File: src/rtl/card_dealer.sv
// card_dealer: picks draw_cnt distinct cards from the 106-slot deck mask and
// offers them one at a time on a valid/ack handshake.
//
// Ports:
//   clk, rst (synchronous, active-low)
//   draw_req, draw_cnt[3:0], entropy[9:0]  - batch request
//   available_card[105:0]                  - live deck availability mask
//   deal_ack                               - consumer accepts offered card
//   busy, deal_valid, deal_idx[6:0], deal_card[5:0], dealt_cnt[3:0],
//   batch_done, deck_empty                 - registered status / offer
//
// Build option: DEALER_DETERMINISTIC_EN forces every scan to start at slot 0,
// so each card is the lowest-indexed free slot. Port list is unchanged.
module card_dealer (
  input  logic         clk,
  input  logic         rst,
  input  logic         draw_req,
  input  logic [3:0]   draw_cnt,
  input  logic [9:0]   entropy,
  input  logic [105:0] available_card,
  input  logic         deal_ack,
  output logic         busy,
  output logic         deal_valid,
  output logic [6:0]   deal_idx,
  output logic [5:0]   deal_card,
  output logic [3:0]   dealt_cnt,
  output logic         batch_done,
  output logic         deck_empty
);

  localparam int unsigned NUM_SLOTS = 106;
  localparam logic [15:0] LFSR_SEED = 16'hACE1;

  typedef enum logic [1:0] {IDLE, SCAN, OFFER, DONE} state_t;

  state_t         state_reg;
  logic [15:0]    lfsr_reg;
  logic [15:0]    lfsr_next;
  logic [15:0]    lfsr_seeded;
  logic [105:0]   claimed_reg;
  logic [105:0]   eff_mask;
  logic [6:0]     scan_idx_reg;
  logic [6:0]     scan_cnt_reg;
  logic [6:0]     scan_idx_next;
  logic [6:0]     start_idx;
  logic [3:0]     target_reg;
  logic           scan_hit;

  // Slots still eligible this batch: free in the deck and not yet taken.
  genvar gi;
  generate
    for (gi = 0; gi < NUM_SLOTS; gi++) begin : g_eff
      assign eff_mask[gi] = available_card[gi] & ~claimed_reg[gi];
    end
  endgenerate

  // LFSR value for the next cycle; an accepted request folds in entropy and
  // must never leave the register stuck at zero.
  always_comb begin
    lfsr_seeded = lfsr_reg ^ {6'b0, entropy};
    lfsr_next   = {lfsr_reg[14:0],
                   lfsr_reg[15] ^ lfsr_reg[13] ^ lfsr_reg[12] ^ lfsr_reg[10]};
    if (state_reg == IDLE && draw_req) begin
      lfsr_next = (lfsr_seeded == 16'h0) ? LFSR_SEED : lfsr_seeded;
    end
  end

  // The start slot is derived from the LFSR value that will be present in
  // the first SCAN cycle, i.e. lfsr_next at the entering edge.
  always_comb begin
`ifdef DEALER_DETERMINISTIC_EN
    start_idx = 7'd0;
`else
    start_idx = (lfsr_next[6:0] >= 7'd106) ? (lfsr_next[6:0] - 7'd106)
                                           : lfsr_next[6:0];
`endif
  end

  assign scan_hit      = eff_mask[scan_idx_reg];
  assign scan_idx_next = (scan_idx_reg == 7'd105) ? 7'd0 : scan_idx_reg + 7'd1;

  always_ff @(posedge clk) begin
    if (!rst) begin
      state_reg    <= IDLE;
      lfsr_reg     <= LFSR_SEED;
      claimed_reg  <= '0;
      scan_idx_reg <= '0;
      scan_cnt_reg <= '0;
      target_reg   <= '0;
      busy         <= 1'b0;
      deal_valid   <= 1'b0;
      deal_idx     <= '0;
      deal_card    <= '0;
      dealt_cnt    <= '0;
      batch_done   <= 1'b0;
      deck_empty   <= 1'b0;
    end else begin
      lfsr_reg   <= lfsr_next;
      batch_done <= 1'b0;
      deck_empty <= 1'b0;
      case (state_reg)
        IDLE: begin
          if (draw_req) begin
            claimed_reg <= '0;
            dealt_cnt   <= '0;
            target_reg  <= draw_cnt;
            busy        <= 1'b1;
            if (draw_cnt == 4'd0) begin
              state_reg  <= DONE;
              batch_done <= 1'b1;
            end else begin
              state_reg    <= SCAN;
              scan_idx_reg <= start_idx;
              scan_cnt_reg <= '0;
            end
          end
        end
        SCAN: begin
          if (scan_hit) begin
            // Latch the slot so the offer is immune to later mask changes.
            state_reg  <= OFFER;
            deal_valid <= 1'b1;
            deal_idx   <= scan_idx_reg;
            deal_card  <= (scan_idx_reg < 7'd53) ? scan_idx_reg[5:0]
                                                 : 6'(scan_idx_reg - 7'd53);
          end else if (scan_cnt_reg == 7'd105) begin
            // Every slot examined once with no candidate.
            state_reg  <= DONE;
            batch_done <= 1'b1;
            deck_empty <= 1'b1;
          end else begin
            scan_idx_reg <= scan_idx_next;
            scan_cnt_reg <= scan_cnt_reg + 7'd1;
          end
        end
        OFFER: begin
          if (deal_ack) begin
            claimed_reg[deal_idx] <= 1'b1;
            dealt_cnt             <= dealt_cnt + 4'd1;
            deal_valid            <= 1'b0;
            if (dealt_cnt + 4'd1 == target_reg) begin
              state_reg  <= DONE;
              batch_done <= 1'b1;
            end else begin
              state_reg    <= SCAN;
              scan_idx_reg <= start_idx;
              scan_cnt_reg <= '0;
            end
          end
        end
        DONE: begin
          state_reg <= IDLE;
          busy      <= 1'b0;
        end
        default: state_reg <= IDLE;
      endcase
    end
  end

endmodule

File: config.mk
export PLATFORM = sky130hd
export DESIGN_NAME = card_dealer
export DESIGN_NICKNAME = d
export VERILOG_FILES = /design/src/rtl/card_dealer.sv
export SDC_FILE = /design/constraint.sdc
export NUM_CORES = 1
export LEC_CHECK = 0
export ABC_CLOCK_PERIOD_IN_PS = 2300
export CORE_MARGIN = 3
export CORE_UTILIZATION = 48
export DETAILED_ROUTE_END_ITERATION = 8
export GPL_TIMING_DRIVEN = 0
export PLACE_DENSITY = 0.86
export REMOVE_ABC_BUFFERS = 1
export SETUP_SLACK_MARGIN = 0.1
export SLEW_MARGIN = 15
export SYNTH_ARGS = -nofsm -noshare
export SYNTH_HDL_FRONTEND = slang
export SYNTH_SLANG_ARGS = --single-unit
File: constraint.sdc
create_clock -name clk -period 2.3 [get_ports clk]
set_input_delay 0.345 -clock clk [delete_from_list [all_inputs] [get_ports clk]]
set_output_delay 0.345 -clock clk [all_outputs]
set_load 0.03 [all_outputs]
==> Yosys cells after proc, flatten, opt, wreduce, memory -nomap -nowiden <==
Cells that the tools add are included.
{ "totals": {"output_inout_bits": 21, "regBits": 163, "inputBits": 124} }
{ "op_classes": {"addsub": 5, "n_mux": 48, "reduce_logical": 17, "magnitude_cmp": 5, "eq_ne": 14, "bitwise": 217} }
{ "op_table": {"columns": ["op", "n"], "rows": [
  ["$mux 106", 2],
  ["$pmux 106 s2", 1],
  ["$and 1x1->1", 106],
  ["$not 1->1", 106],
  ["$or 106x106->106", 1],
  ["$mux 7", 14],
  ["$pmux 7 s3", 2],
  ["$mux 16", 2],
  ["$logic_not 16->1", 1],
  ["$lt 7x8->1 const B", 2],
  ["$xor 16x10->16", 1],
  ["$add 7x1->7 const B", 2],
  ["$eq 7x7->1 const B", 2],
  ["$ne 2x2->1 const B", 7],
  ["$mux 2", 6],
  ["$mux 1", 11],
  ["$reduce_and 3->1", 3],
  ["$mux 4", 2],
  ["$pmux 2 s4", 1],
  ["$pmux 4 s2", 1],
  ["$reduce_and 2->1", 4],
  ["$bmux 1 s7", 1],
  ["$demux 1 s7", 1],
  ["$ge 7x1->1 const B", 1],
  ["19 further kinds", 26]
]} }

==> Logic depth before layout (Yosys ltp) <==
{ "depth": {"word_depth": 9, "ltp_mapped": 13} }

==> Worst setup path before layout <==
Ideal clock, no wire load.
{ "synth_timing": {"path_kind": "reg2reg", "start": "register scan_idx_reg[0]", "end": "register scan_idx_reg[6]", "stages_incl_launch_ff": 11, "n_path_buf": 3, "t_arrival_ns": 2.333, "slack_ns": -0.152, "cell_sequence": "dfxtp_1 -> buf_6 -> buf_2 -> nor2_1 -> a221oi_1 -> a2111oi_2 -> a31o_2 -> o41ai_2 -> o21ai_2 -> buf_4 -> o221a_2"} }
{ "synth_between": {"elab_chain_cells": 5, "word_cells_on_any_way": 10, "classes_between": "1 x add/sub; 2 x eq/ne; 6 x mux; 1 x reduce/logical"} }
{ "synth_lines": {"columns": ["element", "line", "source"], "rows": [
  ["start: declaration", "42", "logic [6:0] scan_idx_reg;"],
  ["start signal: assignment", "113", "scan_idx_reg <= start_idx;"],
  ["start signal: assignment", "132", "scan_idx_reg <= scan_idx_next;"],
  ["start signal: assignment", "146", "scan_idx_reg <= start_idx;"],
  ["branches (longest 5 deep; another with $bmux 1 s7)", null, null]
]} }
Parallel ways; which one is timed is not known. The select of a mux whose other input is x is not followed.
A chain may end at the register's enable or synchronous reset.

==> Worst setup path after layout <==
{ "layout_timing": {"start": "register scan_idx_reg[0]", "end": "register scan_idx_reg[3]"} }
The elaborated chain is that of the path after synthesis.

==> results by stage <==
Outcome:
- The flow ran to the end, but the final reports show violations.
- The final reports fail on negative setup slack.

Timing:
- Across all setup checks in the final design, the least slack found is -0.4039 ns.
- The normalized max-slew margin is 36.65%.
- Static timing analysis puts the maximum clock frequency at 0.3698 GHz.
- Setup repair after global routing could not meet its margin everywhere.
- Counting I/O delays and the setup requirement, the final critical path takes 2.704 ns.
- For the final database, setup skew stands at 0.007192 ns.
- At the pin with the least slew margin, the transition time is 0.9430 ns.
- The number of max-slew violations in the final report is 0.
- The setup TNS is -10.61 ns.
- The hold violation total from the final report is 0.
- Setup violations remaining at the end of the flow were counted as 32.
- The ratio of final minimum period to clock period is 117.6%.
- The tightest hold path in the finished design has a slack of 0.4638 ns.

Yosys:
- The synthesized design contains 163 register bits.
- Counting distinct cell types in the post-synthesis netlist gives 77.
- Synthesis produced 970 cells.
- The most used flip-flop cell after synthesis is dfxtp_1.
- Sorting the synthesized cells by area gives the leading types as dfxtp_1 41%, a21oi_1 9.0%, nor2_1 7.5%, nor3b_1 2.9%, nand2_1 2.4%.
- The proportion of synthesized flip-flops having asynchronous set or reset is 0%.
- The count of flip-flops with a built-in enable after synthesis is 0.
- By instance count, the leading cell after synthesis is dfxtp_1.
- A synthesized cell averages 8.144 sq um.
- Sorting the synthesized cells by how often they occur yields 163 x dfxtp_1, 158 x nor2_1, 142 x a21oi_1.
- The mapped netlist covers 0.007900 sq mm.
- Summed over all instances, the cell type with the most area after synthesis is dfxtp_1.
- After synthesis, flip-flops and latches occupy 41.31% of the total area.
- The area fraction of the dominant cell type after synthesis is 41.31%.
- The count of yosys warnings during synthesis is 0.

Placed design:
- The half-perimeter wire length after placement is 16.36 mm.
- The total instance count after detailed placement is 1268.
- The number of buffers added on ports is 144.
- The congestion estimate from routability-driven global placement came to 0.8933.

Setup path:
- STA puts the critical path data arrival time at 3.03 ns.
- The maximum fanout along the worst path is 38.
- In this run the critical register-to-register path is launched from scan_idx_reg[0].
- The slack of the worst reg-to-reg path is -0.40 ns.
- The worst register-to-register path has a depth of 10.
- The critical path start-end classification is reg2reg.
- STA classifies the critical path startpoint as a flip-flop.
- The worst setup path is captured at a flip-flop.
- The required time reported for the critical path endpoint is 2.62 ns.
- In this run the critical register-to-register path is captured at scan_idx_reg[3].

Floorplanning:
- The die extent in y is 134.3 um.
- The x dimension of the die is 134.3 um.
- The core region is 0.01600 sq mm.
- The row count is 46.
- The number of top-level pins is 145.
- The starting density of the core is 49.37%.
- The die footprint is 0.01803 sq mm.

Clock tree:
- The number of buffers between clock root and the deepest sink is 2.
- The total clock buffers created by CTS is 17.
- CTS built an H-tree with a depth of 4.
- Clock tree synthesis found a total of 163 sinks.
- The library cell used as clock root buffer is clkbuf_16.
- The CTS tree is done.
- Clock-pin slew was measured on the worst setup and hold paths at 0.06 ns.
- The clock reaches the later pin of the worst-skew pair after 0.44 ns.

Drt:
- The number of iterations in the first detailed-routing pass is 8.
- Dividing the detail-routed wire length by the instance count gives 21.11 um.
- The via density per instance is 6.356.
- Wires add up to 28.54 mm.
- The number of DRC markers in iteration 0 is 1127.
- In this run the remaining antenna-violating nets after routing total 0.
- After detailed routing, the number of remaining DRC violations is 0.
- Across all layers, the routed design uses 8593 vias.

Global route:
- The first global-routing pass estimated 43.33 mm of wire.
- The combined global-route utilization of all metal layers is 30.27%.
- The number of antenna violations at the first check in global routing is 0.
- The met1 usage is 35.50%.
- The via count of the first global-routing pass is 8385.
- After global routing, the most crowded layer is met2.
- Global routing consumed, on the met2 layer, 49.19% of the routing resources.
- Entering global routing, the biggest net connects 78 pins.
- The remaining global-route overflow is 0.
- For met3 alone, demand over resource in global routing was 9.302%.

Pwr:
- VDD sags by at most 0.0008276 V.
- The power density over the cells is 1077 mW/mm^2.
- The switching power as a share of total power is 40.31%.
- The reported leakage power is 3.869 nW.
- The share of power burned in combinational logic is 45.4%.
- The clock network fraction of total power is 25.2%.
- In this run the power spent charging and discharging nets is 0.004775 W.
- Of the total power, registers draw 29.5%.
- Cell internal power was estimated by the tool at 0.007071 W.

Cells and area:
- Compared with the post-synthesis result, the final layout area differs by 39.21%.
- In the final layout, the share of cells above drive strength 1 is 15.67%.
- The filler-free cell count of the finished design is 1352.
- The register with the most flip-flops in the layout has 106 of them.
- After filler insertion, the fill cell instance count of the layout stands at 1158.
- The net total in the final layout is 1253.
- The antenna diode count is 0.

Worst hold path:
- The path with the worst hold slack has its endpoint at claimed_reg[70].
- The path category of the worst min-delay check is reg2reg.
- The number of stages on the worst hold path is 2.
- The hold path startpoint is claimed_reg[70].

Run:
- Max-cap violations in this run came to 0.
-- logic make-up (layout without fill, tap and decap cells) --
| group | count (synthesis) | count (layout) | synth area share [%] |
|---|---|---|---|
| adders and majority gates | 6 | 6 | 0.9502 |
| AOI/OAI and AO/OA | 259 | 259 | 20.32 |
| xor gates and xnor gates | 25 | 25 | 2.772 |
| and+or+nand+nor | 412 | 412 | 27.27 |
| muxes | 11 | 11 | 1.900 |
| DFF | 163 | 163 | 41.31 |
| buffers and inverters | 94 | 260 | 5.480 |
-- critical path, cell delays in order (launching register included) --
cell     delay, ns
dfxtp_4       0.39
buf_12        0.19
nor3b_2       0.26
nor3_2        0.07
o41ai_2       0.40
and4_4        0.37
o41ai_4       0.11
o21ai_4       0.27
buf_6         0.14
a21oi_1       0.03
o32ai_1       0.32
-- routing by layer --
layer,share of wire (%),wire length [um]
met3,13,3684
met5,0,0
met2,46,13030
met1,35,9979
met4,6.5,1845
-- cells in the final DEF (no fill, tap or decap), types with 7 or more instances in the layout --
cell type          n
a21oi_1          138
a31oi_1           12
and3b_1           14
buf_12             7
buf_4             37
buf_6              8
clkbuf_16         17
clkdlybuf4s50_1  144
dfxtp_1          154
inv_1             24
nand2_1           50
nand2b_1          25
nand3_1           19
nand3b_1           8
nand4b_1          10
nor2_1           153
nor2b_1           17
nor2b_4            8
nor3_1            21
nor3b_1           27
o211ai_1          10
o21ai_0           17
o22ai_1            9
xnor2_1           19
-- power groups by stage --
stage,Combinational (W),Clock (W),Sequential (W)
after global placement,0.00320,0,0.00368
after global routing,0.00558,0.00310,0.00351
final,0.00537,0.00298,0.00349
after CTS,0.00477,0.00297,0.00343
after floorplan,0.00211,0,0.00361
after detailed placement,0.00336,0,0.00366
-- cell type report --
class	count	area, sq um	area share (%)
clock inverters	14	178.9	1.627
inverters	29	126.4	1.149
well taps	216	270.3	2.457
flip-flops and latches	163	3287	29.89
repair buffers	199	2019	18.36
multi-input cells	713	4687	42.62
clock buffers	18	429.2	3.902
-- worst max-delay path by stage --
stage,from,to
after detailed placement,scan_idx_reg[0],deal_card[3]
after global routing,scan_idx_reg[0],deal_card[0]
final,scan_idx_reg[0],scan_idx_reg[3]
after CTS,scan_idx_reg[0],scan_cnt_reg[0]
after global placement,scan_idx_reg[0],deal_card[3]
after floorplan,scan_idx_reg[0],deal_card[3]
-- metrics by stage --
stage / worst slack [ns] / total power [W] / cell area, sq um / utilization [%]
floorplan: -1.711 / 0.005719 / 7576 / -
global placement: -3.420 / 0.006882 / 9288 / 58.05
global route: -0.4817 / 0.01219 / 11000 / 68.74
finish: -0.4039 / 0.01185 / 11000 / 68.74
detailed placement: -1.582 / 0.007022 / 9379 / 58.62
CTS: -0.2864 / 0.01118 / 10750 / 67.18
-- repair_timing --
| item | in CTS | in global routing |
|---|---|---|
| hold endpoints to repair | 0 | 0 |
| setup endpoints to repair | 151 | 129 |
| gates resized for setup | 84 | 32 |
| pin swaps | 25 | 11 |
| setup buffers | 44 | 8 |
| cloned | 0 | 0 |
| hold buffers | 0 | 0 |
No activity file was read; power rests on OpenSTA's default activity.
